==> src/rtl/hazard_pkg.sv <==
// Shared definitions for the pipeline hazard controller: FSM encoding,
// flush length and multiply/divide timeout limit.
package hazard_pkg;

   typedef enum logic [1:0] {
      IDLE     = 2'd0,
      MD_BUSY  = 2'd1,
      MEM_WAIT = 2'd2,
      FLUSH    = 2'd3
   } hazard_state_e;

   localparam int unsigned FLUSH_CYCLES  = 2;
   localparam logic [5:0]  MD_TIMEOUT    = 6'd63;
   localparam logic [15:0] STALL_CNT_MAX = 16'hFFFF;

endpackage

==> src/rtl/load_use_detect.sv <==
// Detects a decode-stage source operand that depends on a load still in execute.
module load_use_detect (
   input  logic       de_valid_i,
   input  logic [4:0] de_rs1addr_i,
   input  logic [4:0] de_rs2addr_i,
   input  logic       de_rs1_used_i,
   input  logic       de_rs2_used_i,
   input  logic       ex_load_i,
   input  logic       ex_wr_reg_i,
   input  logic [4:0] ex_wr_regindex_i,
   output logic       load_use_o
);

   logic exLoadWrites;
   logic rs1Hit;
   logic rs2Hit;

   // x0 is hardwired to zero, so a load targeting it never creates a dependency
   assign exLoadWrites = ex_load_i & ex_wr_reg_i & (ex_wr_regindex_i != 5'd0);
   assign rs1Hit       = de_rs1_used_i & (de_rs1addr_i == ex_wr_regindex_i);
   assign rs2Hit       = de_rs2_used_i & (de_rs2addr_i == ex_wr_regindex_i);
   assign load_use_o   = de_valid_i & exLoadWrites & (rs1Hit | rs2Hit);

endmodule

==> src/rtl/hazard_ctrl.sv <==
// Pipeline hazard controller: load-use stalls, multiply/divide and memory
// wait stalls, flush sequencing and a saturating stall-cycle counter.
module hazard_ctrl
   import hazard_pkg::*;
(
   input  logic        clk,
   input  logic        cpurst_n,
   input  logic [4:0]  de_rs1addr,
   input  logic [4:0]  de_rs2addr,
   input  logic        de_valid,
   input  logic        de_rs1_used,
   input  logic        de_rs2_used,
   input  logic        ex_load,
   input  logic        ex_wr_reg,
   input  logic [4:0]  ex_wr_regindex,
   input  logic        ex_md_op,
   input  logic        md_done,
   input  logic        mem_req,
   input  logic        mem_ack,
   input  logic        mem2wb_exp_ffout,
   input  logic        interrupt,
   output logic        de_stall,
   output logic        mult_stall,
   output logic        mem_stall,
   output logic        flush,
   output logic        md_kill,
   output logic        md_timeout,
   output logic [15:0] stall_cnt
);

   localparam logic [1:0] FLUSH_LAST = 2'(FLUSH_CYCLES - 1);

   hazard_state_e state_q, state_d;
   logic [5:0]    mdCnt_q, mdCnt_d;
   logic [1:0]    flushCnt_q, flushCnt_d;
   logic          pending_q, pending_d;
   logic [15:0]   stallCnt_q;
   logic          loadUse;
   logic          flushCause;

   assign flushCause = mem2wb_exp_ffout | interrupt;

   load_use_detect u_load_use_detect (
      .de_valid_i       (de_valid),
      .de_rs1addr_i     (de_rs1addr),
      .de_rs2addr_i     (de_rs2addr),
      .de_rs1_used_i    (de_rs1_used),
      .de_rs2_used_i    (de_rs2_used),
      .ex_load_i        (ex_load),
      .ex_wr_reg_i      (ex_wr_reg),
      .ex_wr_regindex_i (ex_wr_regindex),
      .load_use_o       (loadUse)
   );

   always_ff @(posedge clk or negedge cpurst_n) begin
      if (!cpurst_n) begin
         state_q    <= IDLE;
         mdCnt_q    <= '0;
         flushCnt_q <= '0;
         pending_q  <= 1'b0;
      end else begin
         state_q    <= state_d;
         mdCnt_q    <= mdCnt_d;
         flushCnt_q <= flushCnt_d;
         pending_q  <= pending_d;
      end
   end

   // A memory access in flight is always allowed to complete; any flush
   // request seen meanwhile is parked in pending_q until the acknowledge.
   always_comb begin
      state_d    = state_q;
      mdCnt_d    = mdCnt_q;
      flushCnt_d = flushCnt_q;
      pending_d  = pending_q;
      unique case (state_q)
         IDLE: begin
            mdCnt_d    = '0;
            flushCnt_d = '0;
            pending_d  = 1'b0;
            if (flushCause)              state_d = FLUSH;
            else if (ex_md_op)           state_d = MD_BUSY;
            else if (mem_req && !mem_ack) state_d = MEM_WAIT;
         end
         MD_BUSY: begin
            if (flushCause) begin
               state_d    = FLUSH;
               flushCnt_d = '0;
            end else if (md_done || mdCnt_q == MD_TIMEOUT) begin
               state_d = IDLE;
            end else begin
               mdCnt_d = mdCnt_q + 6'd1;
            end
         end
         MEM_WAIT: begin
            if (mem_ack) begin
               pending_d  = 1'b0;
               flushCnt_d = '0;
               state_d    = (pending_q || flushCause) ? FLUSH : IDLE;
            end else begin
               pending_d = pending_q | flushCause;
            end
         end
         FLUSH: begin
            if (flushCause)                 flushCnt_d = '0;
            else if (flushCnt_q == FLUSH_LAST) state_d = IDLE;
            else                            flushCnt_d = flushCnt_q + 2'd1;
         end
      endcase
   end

   // A completed multiply/divide result is not killed even when a flush
   // arrives in the same cycle as md_done.
   always_comb begin
      mult_stall = (state_q == MD_BUSY) && !md_done && (mdCnt_q != MD_TIMEOUT);
      md_timeout = (state_q == MD_BUSY) && !md_done && !flushCause && (mdCnt_q == MD_TIMEOUT);
      md_kill    = (state_q == MD_BUSY) && flushCause && !md_done;
      mem_stall  = ((state_q == IDLE) && mem_req && !mem_ack) ||
                   ((state_q == MEM_WAIT) && !mem_ack);
      flush      = (state_q == FLUSH) ||
                   (((state_q == IDLE) || (state_q == MD_BUSY)) && flushCause) ||
                   ((state_q == MEM_WAIT) && mem_ack && (pending_q || flushCause));
      de_stall   = loadUse && !mult_stall && !mem_stall && !flush;
   end

   always_ff @(posedge clk or negedge cpurst_n) begin
      if (!cpurst_n)
         stallCnt_q <= '0;
      else if ((de_stall || mult_stall || mem_stall) && stallCnt_q != STALL_CNT_MAX)
         stallCnt_q <= stallCnt_q + 16'd1;
   end

   assign stall_cnt = stallCnt_q;

endmodule

==> config.mk <==
export PLATFORM = sky130hd
export DESIGN_NAME = hazard_ctrl
export DESIGN_NICKNAME = d
export VERILOG_FILES = /design/src/rtl/hazard_pkg.sv /design/src/rtl/load_use_detect.sv /design/src/rtl/hazard_ctrl.sv
export SDC_FILE = /design/constraint.sdc
export NUM_CORES = 1
export LEC_CHECK = 0
export ABC_AREA = 1
export CAP_MARGIN = 0
export CORE_ASPECT_RATIO = 1.1
export CORE_MARGIN = 2
export CORE_UTILIZATION = 40
export DETAILED_ROUTE_END_ITERATION = 8
export PLACE_DENSITY_LB_ADDON = 0.12
export SLEW_MARGIN = 25
export SYNTH_ARGS = -nofsm -noshare
export SYNTH_HDL_FRONTEND = slang
export SYNTH_HIERARCHICAL = 1
export SYNTH_SLANG_ARGS = --single-unit
==> constraint.sdc <==
create_clock -name clk -period 1.5 [get_ports clk]
set_input_delay 0.3 -clock clk [delete_from_list [all_inputs] [get_ports clk]]
set_output_delay 0.3 -clock clk [all_outputs]
set_load 0.1 [all_outputs]
* Word level (Yosys, flattened, before mapping)
Index checks and enable logic that the tools add are counted.
** Word-level totals
- Output and inout port bits :: 22
- Register bits after elaboration :: 27
** Operators by class
- Equality and inequality tests :: 18
- Mux-type cells :: 20
- Bitwise operators :: 9
- Add/subtract/negate cells :: 3
- Reductions and logical operators :: 38
** Operators with widths (count)
- $mux W2 :: 13
- $logic_and A1 B1 Y1 :: 17
- $add A16 B1 Y16 const B :: 1
- $ne A16 B16 Y1 const B :: 1
- $pmux W2 S4 :: 2
- $mux W6 :: 2
- $ne A2 B2 Y1 const B :: 6
- $pmux W6 S2 :: 1
- $eq A5 B5 Y1 :: 2
- $logic_or A1 B1 Y1 :: 8
- $add A6 B1 Y6 const B :: 1
- $and A1 B1 Y1 :: 6
- $eq A6 B6 Y1 const B :: 1
- $logic_not A1 Y1 :: 6
- $ne A3 B3 Y1 const B :: 2
- $ne A6 B6 Y1 const B :: 1
- $reduce_and A3 Y1 :: 2
- $reduce_and A5 Y1 :: 1
- $reduce_bool A5 Y1 :: 1
- $eq A2 B1 Y1 const B :: 2
- $eq A2 B2 Y1 const B :: 2
- $ne A4 B4 Y1 const B :: 1
- $reduce_bool A2 Y1 :: 2
- $or A1 B1 Y1 :: 3
- 4 further kinds :: 4

* Longest topological paths before layout
Gate-level depths: netlist of run 1.
- Depth after elaboration :: 10
- Depth in mapped cells :: 12
- Gate-level depth less buffers :: 11

* Modules after synthesis
Netlist of run 1, hierarchy kept.
** Modules (own cells, without submodules)
- hazard_ctrl :: area each 1815.5 µm², instances 1, cells an instance 253, seq. area each 675.6 µm²
- load_use_detect :: area each 212.7 µm², instances 1, cells an instance 52, seq. area each 0.0 µm²

* Least setup slack after synthesis of run 1
OpenSTA, ideal clock, no wires.
- Kind :: register to output
- From :: register mdCnt_q[0]
- To :: output de_stall
- Path buffers :: 0
- Stages on the path, launching flop included :: 6
- Setup slack :: -1.988 ns
- Arrival :: 3.188 ns
- Cells stage by stage :: dfrtp_1 -> ha_1 -> nand3_1 -> nor2_2 -> nor2_4 -> nor3_1
** Between the ends
- Cells in the longest elaborated chain, start to end :: 6
** Ends and longest elaborated chain
- from (decl) :: RTL line hazard_ctrl.sv:34 : logic [5:0] mdCnt_q, mdCnt_d;
- from (signal assigned) :: RTL line hazard_ctrl.sv:63 : mdCnt_q <= mdCnt_d;
- $ne A6 B6 Y1 :: RTL line hazard_ctrl.sv:115 : mult_stall = (state_q == MD_BUSY) && !md_done && (mdCnt_q != MD_TIMEOUT);
- $logic_and A1 B1 Y1 :: RTL line hazard_ctrl.sv:115
- via mult_stall :: RTL line hazard_ctrl.sv:23 : output logic mult_stall,
- $logic_not A1 Y1 :: RTL line hazard_ctrl.sv:123 : de_stall = loadUse && !mult_stall && !mem_stall && !flush;
- $logic_and A1 B1 Y1 (3 in series) :: RTL line hazard_ctrl.sv:123
- to (decl) :: RTL line hazard_ctrl.sv:22 : output logic de_stall,
The timed path passes the listed nets, and every way through them passes these cells.

* Worst setup path after layout of run 1
- From :: input mem_ack
- To :: output de_stall
** Between the ends
- Cells in the longest elaborated chain, start to end :: 6
- Elaborated cells on any way between the ends :: 11
** Ends and longest elaborated chain
- from (decl) :: RTL line hazard_ctrl.sv:19 : input logic mem_ack,
- $logic_not A1 Y1 :: RTL line hazard_ctrl.sv:118, hazard_ctrl.sv:119
- $logic_and A1 B1 Y1, on equally long branches :: RTL line hazard_ctrl.sv:118, hazard_ctrl.sv:119
- $logic_or A1 B1 Y1 :: RTL line hazard_ctrl.sv:118 : mem_stall = ((state_q == IDLE) && mem_req && !mem_ack) ||
- $logic_not A1 Y1 :: RTL line hazard_ctrl.sv:123
- $logic_and A1 B1 Y1 :: RTL line hazard_ctrl.sv:123
- $logic_and A1 B1 Y1 * :: RTL line hazard_ctrl.sv:123
Every way passes the cells marked *; elsewhere a longest branch is shown, timed or not.

==> impl_metrics.yaml, run 1 <==
synth:
  ys_ff_latch: 27
  yosysWarnings: 6
  synth_area_leaders: "dfrtp_1, nand2_1, nand3_1"
  synth.mux.area_fraction: 0
  synth_cells: 305
  synthAdderAreaFrac: 0.0185
  syn_nets: 336
  postSynth.asyncResetShare: 1.00
  synth_top_area_share: 0.333
  synth_top_cell_by_area: "dfrtp_1"
  synth.distinct_cells: 26
  synth_area_um2: 2030
  synth_compound_area_frac: 0.0401
  synth_simple_gate_area_frac: 0.502
  synth_xor_area_frac: 0.0302
  synth_top_family_by_area: "simple AND/OR/NAND/NOR gates"
  syn_avg_cell_area_um2: 6.65
  synth-main-ff-cell: "dfrtp_1"
  yosysMostFrequentCell: "nand2_1"
  synth_commonest_cells: "nand2_1, inv_1, nand3_1"
  synth_edf_count: 0
  seq_area_frac_synth: 0.333
global_route:
  grtUsageTotal: 0.211
  antenna_found_initial: 0
  grt_first_pass_wirelength_um: 9650
  grt_overflow: 0
  grt_max_degree: 28
  grt_pass1_vias: 2231
route:
  routed_wl_um: 5600
  vias_per_cell: 4.81
  first_iter_violations: 73
  ant_nets: 0
  drtPass1Iterations: 5
  vias: 2269
  drc_errors: 0
  wl_per_cell_um: 11.9
layout:
  fin_cells: 472
  fin_nets: 446
  n_antenna_cell: 0
  drive_gt1_frac: 0.411
  syn_to_final_growth_pct: 71.3
  final_area_um2: 3470
timing:
  fin_setup_tns_ps: -3360
  drv_slew: 0
  tightest_slew_ps: 406
  hold_viol_final: 0
  post-route-period-util: 1.21
  clock.fmax_mhz: 550
  rsz0062_at_grt: "true"
  relSlewSlack: 0.727
  setup_ws_ps: -317
  setup_violations: 22
  holdWs_ps: 366
  fin_crit_ps: 1820
  fin_skew_ps: 1.33
worst_setup_path:
  worstSetupPathType: "in2out"
  start_kind: "input pin"
  worstPathRequired_ps: 1200
  cp.arrival_ps: 1520
  cp_max_fo: 3
  rr_worst_depth: 10
  worstSetupEndpointType: "output pin"
job:
  drv_cap: 0
cts:
  cts_buffers: 3
  clk_latency_ps: 280
  path_clk_slew_ps: 100
  htreeDepth: 1
  clock_sinks: 27
  cts_buffer_depth: 2
  clockRootBuffer: "clkbuf_8"
  cts_tree: "yes"
min_path:
  worstHoldPathType: "in2async"
placed_design:
  placed_cells: 457
  place_area_um2: 3280
  dp_hpwl_um: 4250
  io_buffers: 49
  place_congestion: 0.836
die:
  fp-row-count: 27
  dieArea_um2: 5660
  start_util: 0.411
  die_h_um: 78.7
  ios: 50
  die-width_um: 71.9
  core_um2: 4930
power:
  cellLeakagePower_nw: 1.71
  p_per_area_nw_per_um2: 1300
  vdd.ir_drop.worst_mv: 1.19
  total_power_mw: 4.51
outcome:
  status: "finished with violations"
  violations: "negative setup slack"
==> layout by cell type (no fill, tap or decap), types with 2 or more instances in the layout <==
cell type,n
buf_12,25
nand2_4,4
nor2_1,20
nor3_4,3
nand4_1,10
nor3_1,2
buf_4,47
nor2_4,9
o21ai_0,8
a21oi_1,2
nand3_1,25
ha_4,2
buf_2,11
dfrtp_4,2
dlygate4sd2_1,7
a21oi_2,2
nand2_8,2
dfrtp_1,10
nand2_1,112
inv_1,27
dfrtp_2,15
nand2_2,11
nand3b_1,5
clkdlybuf4s50_1,5
nor2_2,6
xor2_1,6
buf_6,10
clkbuf_8,3
nand3_2,5
inv_2,8
==> layout make-up <==
type	count	area [um2]
clock inverter	1	5.00
clock buffer	3	41.3
fill	391	1460
inverter	35	131
tap	58	72.6
timing repair buffer	108	1170
multi-input combinational	240	1350
sequential	27	702
==> per-layer routing <==
layer | share of wire | GRT usage
met2 | 0.54 | 0.386
met5 | 0 | 0
met3 | 0.026 | 0.0282
met4 | 0.0071 | 0.0642
met1 | 0.43 | 0.252
==> cell families after synthesis <==
group | after synthesis
AND/OR/NAND/NOR | 215
buffers and inverters | 38
adder cells (fa/ha/maj) | 3
AO/OA/AOI/OAI | 15
XOR/XNOR | 7
flip-flops | 27
==> final timing paths <==
check	end	slack [ps]	from
hold reg to reg	flushCnt_q[1]	510	flushCnt_q[1]
hold / removal	stall_cnt[3]	370	cpurst_n
max in group asynchronous	stall_cnt[1]	960	cpurst_n
min in group clk	flushCnt_q[1]	510	flushCnt_q[1]
setup / recovery	de_stall	-320	mem_ack
setup reg to reg	stall_cnt[15]	-130	mdCnt_q[1]
==> through the flow <==
stage | util | worst slack [ps]
floorplan | - | -622
global placement | 0.665 | -786
detailed placement | 0.665 | -830
CTS | 0.687 | -318
global route | 0.704 | -416
finish | 0.704 | -317
==> flip-flops by register name (all words and copies together) (netlist names) <==
signal,count
stall_cnt,16
mdCnt_q,6
flushCnt_q,2
state_q,2
pending_q,1
==> power breakdown <==
part / internal, mW / switching [mW]
Clock: 0.187 / 0.250
Combinational: 1.29 / 1.80
Sequential: 0.871 / 0.111
==> critical path, stage by stage <==
cell and delay [ps]:
clkdlybuf4s50_1 470, inv_2 60, buf_4 140, nand2_4 70, nand2_4 60, nor3_4 210, buf_12 200
==> what timing repair did <==
action	in CTS	in global routing
endpoints found under the setup margin	23	30
buffers inserted	7	4
hold buffers	0	0
resized for setup	87	17
pin swaps	33	10
Note: power is estimated with default switching activity, not from simulation.
==> run 2: changes to the inputs <==
CORE_UTILIZATION = 45   (was 40)
==> impl_metrics.yaml, run 2 (synthesis results as in run 1) <==
outcome:
  status: "finished with violations"
  violations: "negative setup slack"
timing:
  rsz0062_at_grt: "true"
  setup_ws_ps: -326
  setup_violations: 22
  fin_crit_ps: 1830
  drv_slew: 0
  fin_skew_ps: 4.74
  clock.fmax_mhz: 548
  post-route-period-util: 1.22
  relSlewSlack: 0.761
  hold_viol_final: 0
  tightest_slew_ps: 358
  holdWs_ps: 394
worst_setup_path:
  rrSetupSlack_ps: -150
  r2r_end: "stall_cnt[12]"
  rr_startpoint: "state_q[1]"
  path_buf_inv: 3
  cp.depth: 6
  max_stage_delay_ps: 450
  worstPathRequired_ps: 1200
  worstSetupEndpointType: "output pin"
  worstPathCellList: "buf_6 -> nor2_4 -> nand2_4 -> nor2_4 -> buf_6 -> buf_12"
  cp_max_fo: 4
  cp.arrival_ps: 1530
  rr_worst_depth: 11
  start_kind: "flip-flop"
  worstSetupPathType: "reg2out"
  cp_top_family: "flip-flops"
  cpMaxStageDelayCell: "dfrtp_1"
placed_design:
  place_congestion: 0.829
  post-place-ws_ps: -766
  placed_cells: 456
  dp_hpwl_um: 4470
  io_buffers: 49
route:
  wl_per_cell_um: 13.1
  drtPass1Iterations: 4
  drc_errors: 0
  ant_nets: 0
  vias: 2416
  vias_per_cell: 5.11
  routed_wl_um: 6180
  first_iter_violations: 134
layout:
  n_antenna_cell: 0
  largest_register_ffs: 16
  regArea_um2: 701
  syn_to_final_growth_pct: 73.8
  most-common-layout-cells: "nand2_1, buf_4, inv_1, buf_12, nor2_1"
  fin_nets: 451
  multi_input_area_um2: 1420
  drive_gt1_frac: 0.446
  final.fill_count: 288
  final_common_cell: "nand2_1"
  fin_cells: 473
job:
  drv_cap: 0
global_route:
  grt_pass1_vias: 2404
  grtUsageTotal: 0.257
  antenna_found_initial: 0
  grt_overflow: 0
  grt_max_degree: 28
  busiest_layer: "met2"
  met3_usage: 0.0303
  grtUsageMet2: 0.493
  grt_use_met1: 0.293
  grt_first_pass_wirelength_um: 10100
cts:
  path_clk_slew_ps: 100
  cts_buffers: 3
  cts_tree: "yes"
  clock_sinks: 27
  cts_hold_buf: 0
  htreeDepth: 1
  cts_buffer_depth: 2
  clk_latency_ps: 280
  clockRootBuffer: "clkbuf_8"
power:
  cellLeakagePower_nw: 1.73
  p_per_area_nw_per_um2: 1300
  vdd.ir_drop.worst_mv: 1.24
die:
  die-width_um: 68.0
  dieArea_um2: 5060
  ios: 50
  fp-row-count: 25
  die_h_um: 74.4
  core_um2: 4320
  start_util: 0.470
min_path:
  worstHoldPathType: "in2async"
run 2: cell type report:
cell class | count | area share
Multi-Input combinational cell | 241 | 0.403
Timing Repair Buffer | 112 | 0.328
Sequential cell | 27 | 0.199
Inverter | 35 | 0.0373
Tap cell | 54 | 0.0192
Clock buffer | 3 | 0.0117
Clock inverter | 1 | 0.00213
run 2: report_power, final:
part	internal [mW]	switching, mW	total, mW
combinational	1.28	1.87	3.15
clock	0.189	0.258	0.448
sequential	0.868	0.103	0.972
run 2: worst max-delay path by stage:
stage / startpoint / slack (ps) / end
after floorplan: mdCnt_q[0] / -620 / de_stall
after global placement: ex_wr_regindex[1] / -740 / de_stall
after detailed placement: ex_wr_regindex[1] / -770 / de_stall
after CTS: state_q[1] / -350 / mult_stall
after global routing: mdCnt_q[0] / -390 / de_stall
final: state_q[1] / -330 / mult_stall
run 2: per-layer routing:
| layer | routed length [um] | up-vias |
|---|---|---|
| met4 | 93 | 0 |
| met1 | 2430 | 1150 |
| met5 | 0 | - |
| met2 | 3460 | 58 |
| met3 | 185 | 10 |
| li1 | - | 1198 |
run 2: what timing repair did:
action | CTS | global route
setup buffers | 8 | 4
pin swaps | 30 | 34
endpoints found under the setup margin | 24 | 30
resized for setup | 81 | 31
gates cloned | 0 | 1
run 2: stage by stage:
stage                     instance area (um2)   util  power [mW]  TNS [ps]
after detailed placement                 3280  0.761        3.78    -13240
after global placement                   3280  0.761        3.73    -12260
final                                    3530  0.817        4.57     -3820
after global routing                     3530  0.817        4.83     -5440
after floorplan                          2120      -        2.61     -7490
after CTS                                3450  0.799        4.41     -3560
==> run 3: changes to the inputs <==
CORE_MARGIN = 4   (was 2)
==> impl_metrics.yaml, run 3 (synthesis results as in run 1) <==
outcome:
  status: "finished with violations"
  violations: "negative setup slack"
die:
  start_util: 0.470
  die_h_um: 78.4
  die-width_um: 72.0
  fp-row-count: 25
  ios: 50
  dieArea_um2: 5650
  core_um2: 4320
timing:
  fin_skew_ps: 5.87
  setup_violations: 22
  fin_crit_ps: 1870
  hold_viol_final: 0
  rsz0062_at_grt: "true"
  tightest_slew_ps: 372
  holdWs_ps: 395
  post-route-period-util: 1.25
  relSlewSlack: 0.752
  clock.fmax_mhz: 534
  setup_ws_ps: -372
  drv_slew: 0
layout:
  fin_nets: 451
  fin_util: 0.850
  final_area_um2: 3670
  syn_to_final_growth_pct: 81.0
  drive_gt1_frac: 0.480
  multi_input_area_um2: 1520
  n_antenna_cell: 0
  regArea_um2: 702
  final.fill_count: 236
  final_common_cell: "nand2_1"
  fin_cells: 473
  largest_register_ffs: 16
  most-common-layout-cells: "nand2_1, buf_4, inv_1"
global_route:
  grt_max_degree: 28
  antenna_found_initial: 0
  grt_overflow: 0
  grtUsageTotal: 0.240
  grt_pass1_vias: 2476
  grt_first_pass_wirelength_um: 10900
placed_design:
  place_area_um2: 3280
  io_buffers: 49
  placed_cells: 455
  dp_hpwl_um: 4570
  place_congestion: 0.800
route:
  first_iter_violations: 112
  drtPass1Iterations: 4
  wl_per_cell_um: 14.3
  drc_errors: 0
  vias_per_cell: 5.11
  routed_wl_um: 6750
  vias: 2415
  ant_nets: 0
power:
  cellLeakagePower_nw: 1.75
  comb_power_share: 0.705
  vdd.ir_drop.worst_mv: 1.25
  p_per_area_nw_per_um2: 1320
  power_switching_share: 0.491
  clkPwrFrac: 0.090
  seq_power_share: 0.204
  switching_power_mw: 2.38
  internal_power_mw: 2.47
worst_setup_path:
  worstSetupEndpointType: "output pin"
  worstPathRequired_ps: 1200
  start_kind: "flip-flop"
  cp_max_fo: 4
  worstSetupPathType: "reg2out"
  cp.arrival_ps: 1570
  rrSetupSlack_ps: -160
cts:
  clock_sinks: 27
  clk_latency_ps: 280
  cts_tree: "yes"
  path_clk_slew_ps: 100
  clockRootBuffer: "clkbuf_8"
  cts_hold_buf: 0
  cts_buffers: 3
  cts_buffer_depth: 2
  htreeDepth: 1
job:
  drv_cap: 0
min_path:
  worstHoldPathType: "in2async"
## run 3: changes by cell type in the layout (fill, tap and decap cells not counted), moves of 2 or more
cell / previous run / this run
nand3_1: 16 / 13
nor2_1: 23 / 21
buf_4: 57 / 47
nand2_1: 107 / 97
nand2_4: 6 / 8
nand2_8: 2 / 4
buf_6: 4 / 13
nand2_2: 15 / 21
inv_1: 24 / 26
o21ai_1: 3 / 1
inv_2: 11 / 8
nand3_2: 13 / 15
## run 3: per-layer routing
layer	routed length (um)	GRT usage	vias up	share of wire
met5	0	0	-	0
met4	164	0.0959	0	0.024
met3	267	0.0294	17	0.040
met2	3790	0.460	74	0.56
met1	2530	0.260	1119	0.37
li1	-	-	1205	-
## run 3: layout make-up
class,count,area share
Clock buffer,3,0.0112
Inverter,35,0.0365
Multi-Input combinational cell,241,0.414
Timing Repair Buffer,112,0.327
Sequential cell,27,0.191
Tap cell,54,0.0184
Clock inverter,1,0.00136
## run 3: critical path, cell delays in order, from the launching register on
cell and delay [ps]:
dfrtp_2 470, inv_1 120, nand2_2 90, nand2_2 100, nand3_4 90, nor3_4 210, buf_12 200
## run 3: per-stage QoR
stage	TNS, ps	setup slack [ps]	total power, mW
finish	-4250	-372	4.86
global route	-6210	-441	5.11
CTS	-2750	-398	4.50
detailed placement	-14270	-826	3.80
global placement	-12540	-742	3.75
floorplan	-7490	-622	2.61
## run 3: final timing paths
check / start / to / cells past startpoint
setup reg to reg: mdCnt_q[0] / stall_cnt[0] / 10
setup / recovery: state_q[1] / de_stall / 6
hold / removal: cpurst_n / stall_cnt[2] / 2
max in group asynchronous: cpurst_n / stall_cnt[1] / 2
min in group clk: mem_ack / pending_q / 4
hold reg to reg: flushCnt_q[0] / flushCnt_q[0] / 1
## run 3: what timing repair did
| item | CTS | global route |
|---|---|---|
| endpoints found under the setup margin | 24 | 30 |
| buffers inserted | 7 | 8 |
| endpoints found under the hold margin | 0 | 0 |
| cloned | 1 | 0 |
| pin swaps | 49 | 22 |
| resized for setup | 104 | 38 |
## run 3: power groups by stage
stage / sequential (mW) / combinational, mW / clock (mW)
final: 0.993 / 3.43 / 0.439
after global routing: 1.00 / 3.63 / 0.476
after CTS: 0.978 / 3.08 / 0.449
after detailed placement: 0.982 / 2.82 / 0
after global placement: 0.977 / 2.77 / 0
after floorplan: 1.41 / 1.20 / 0
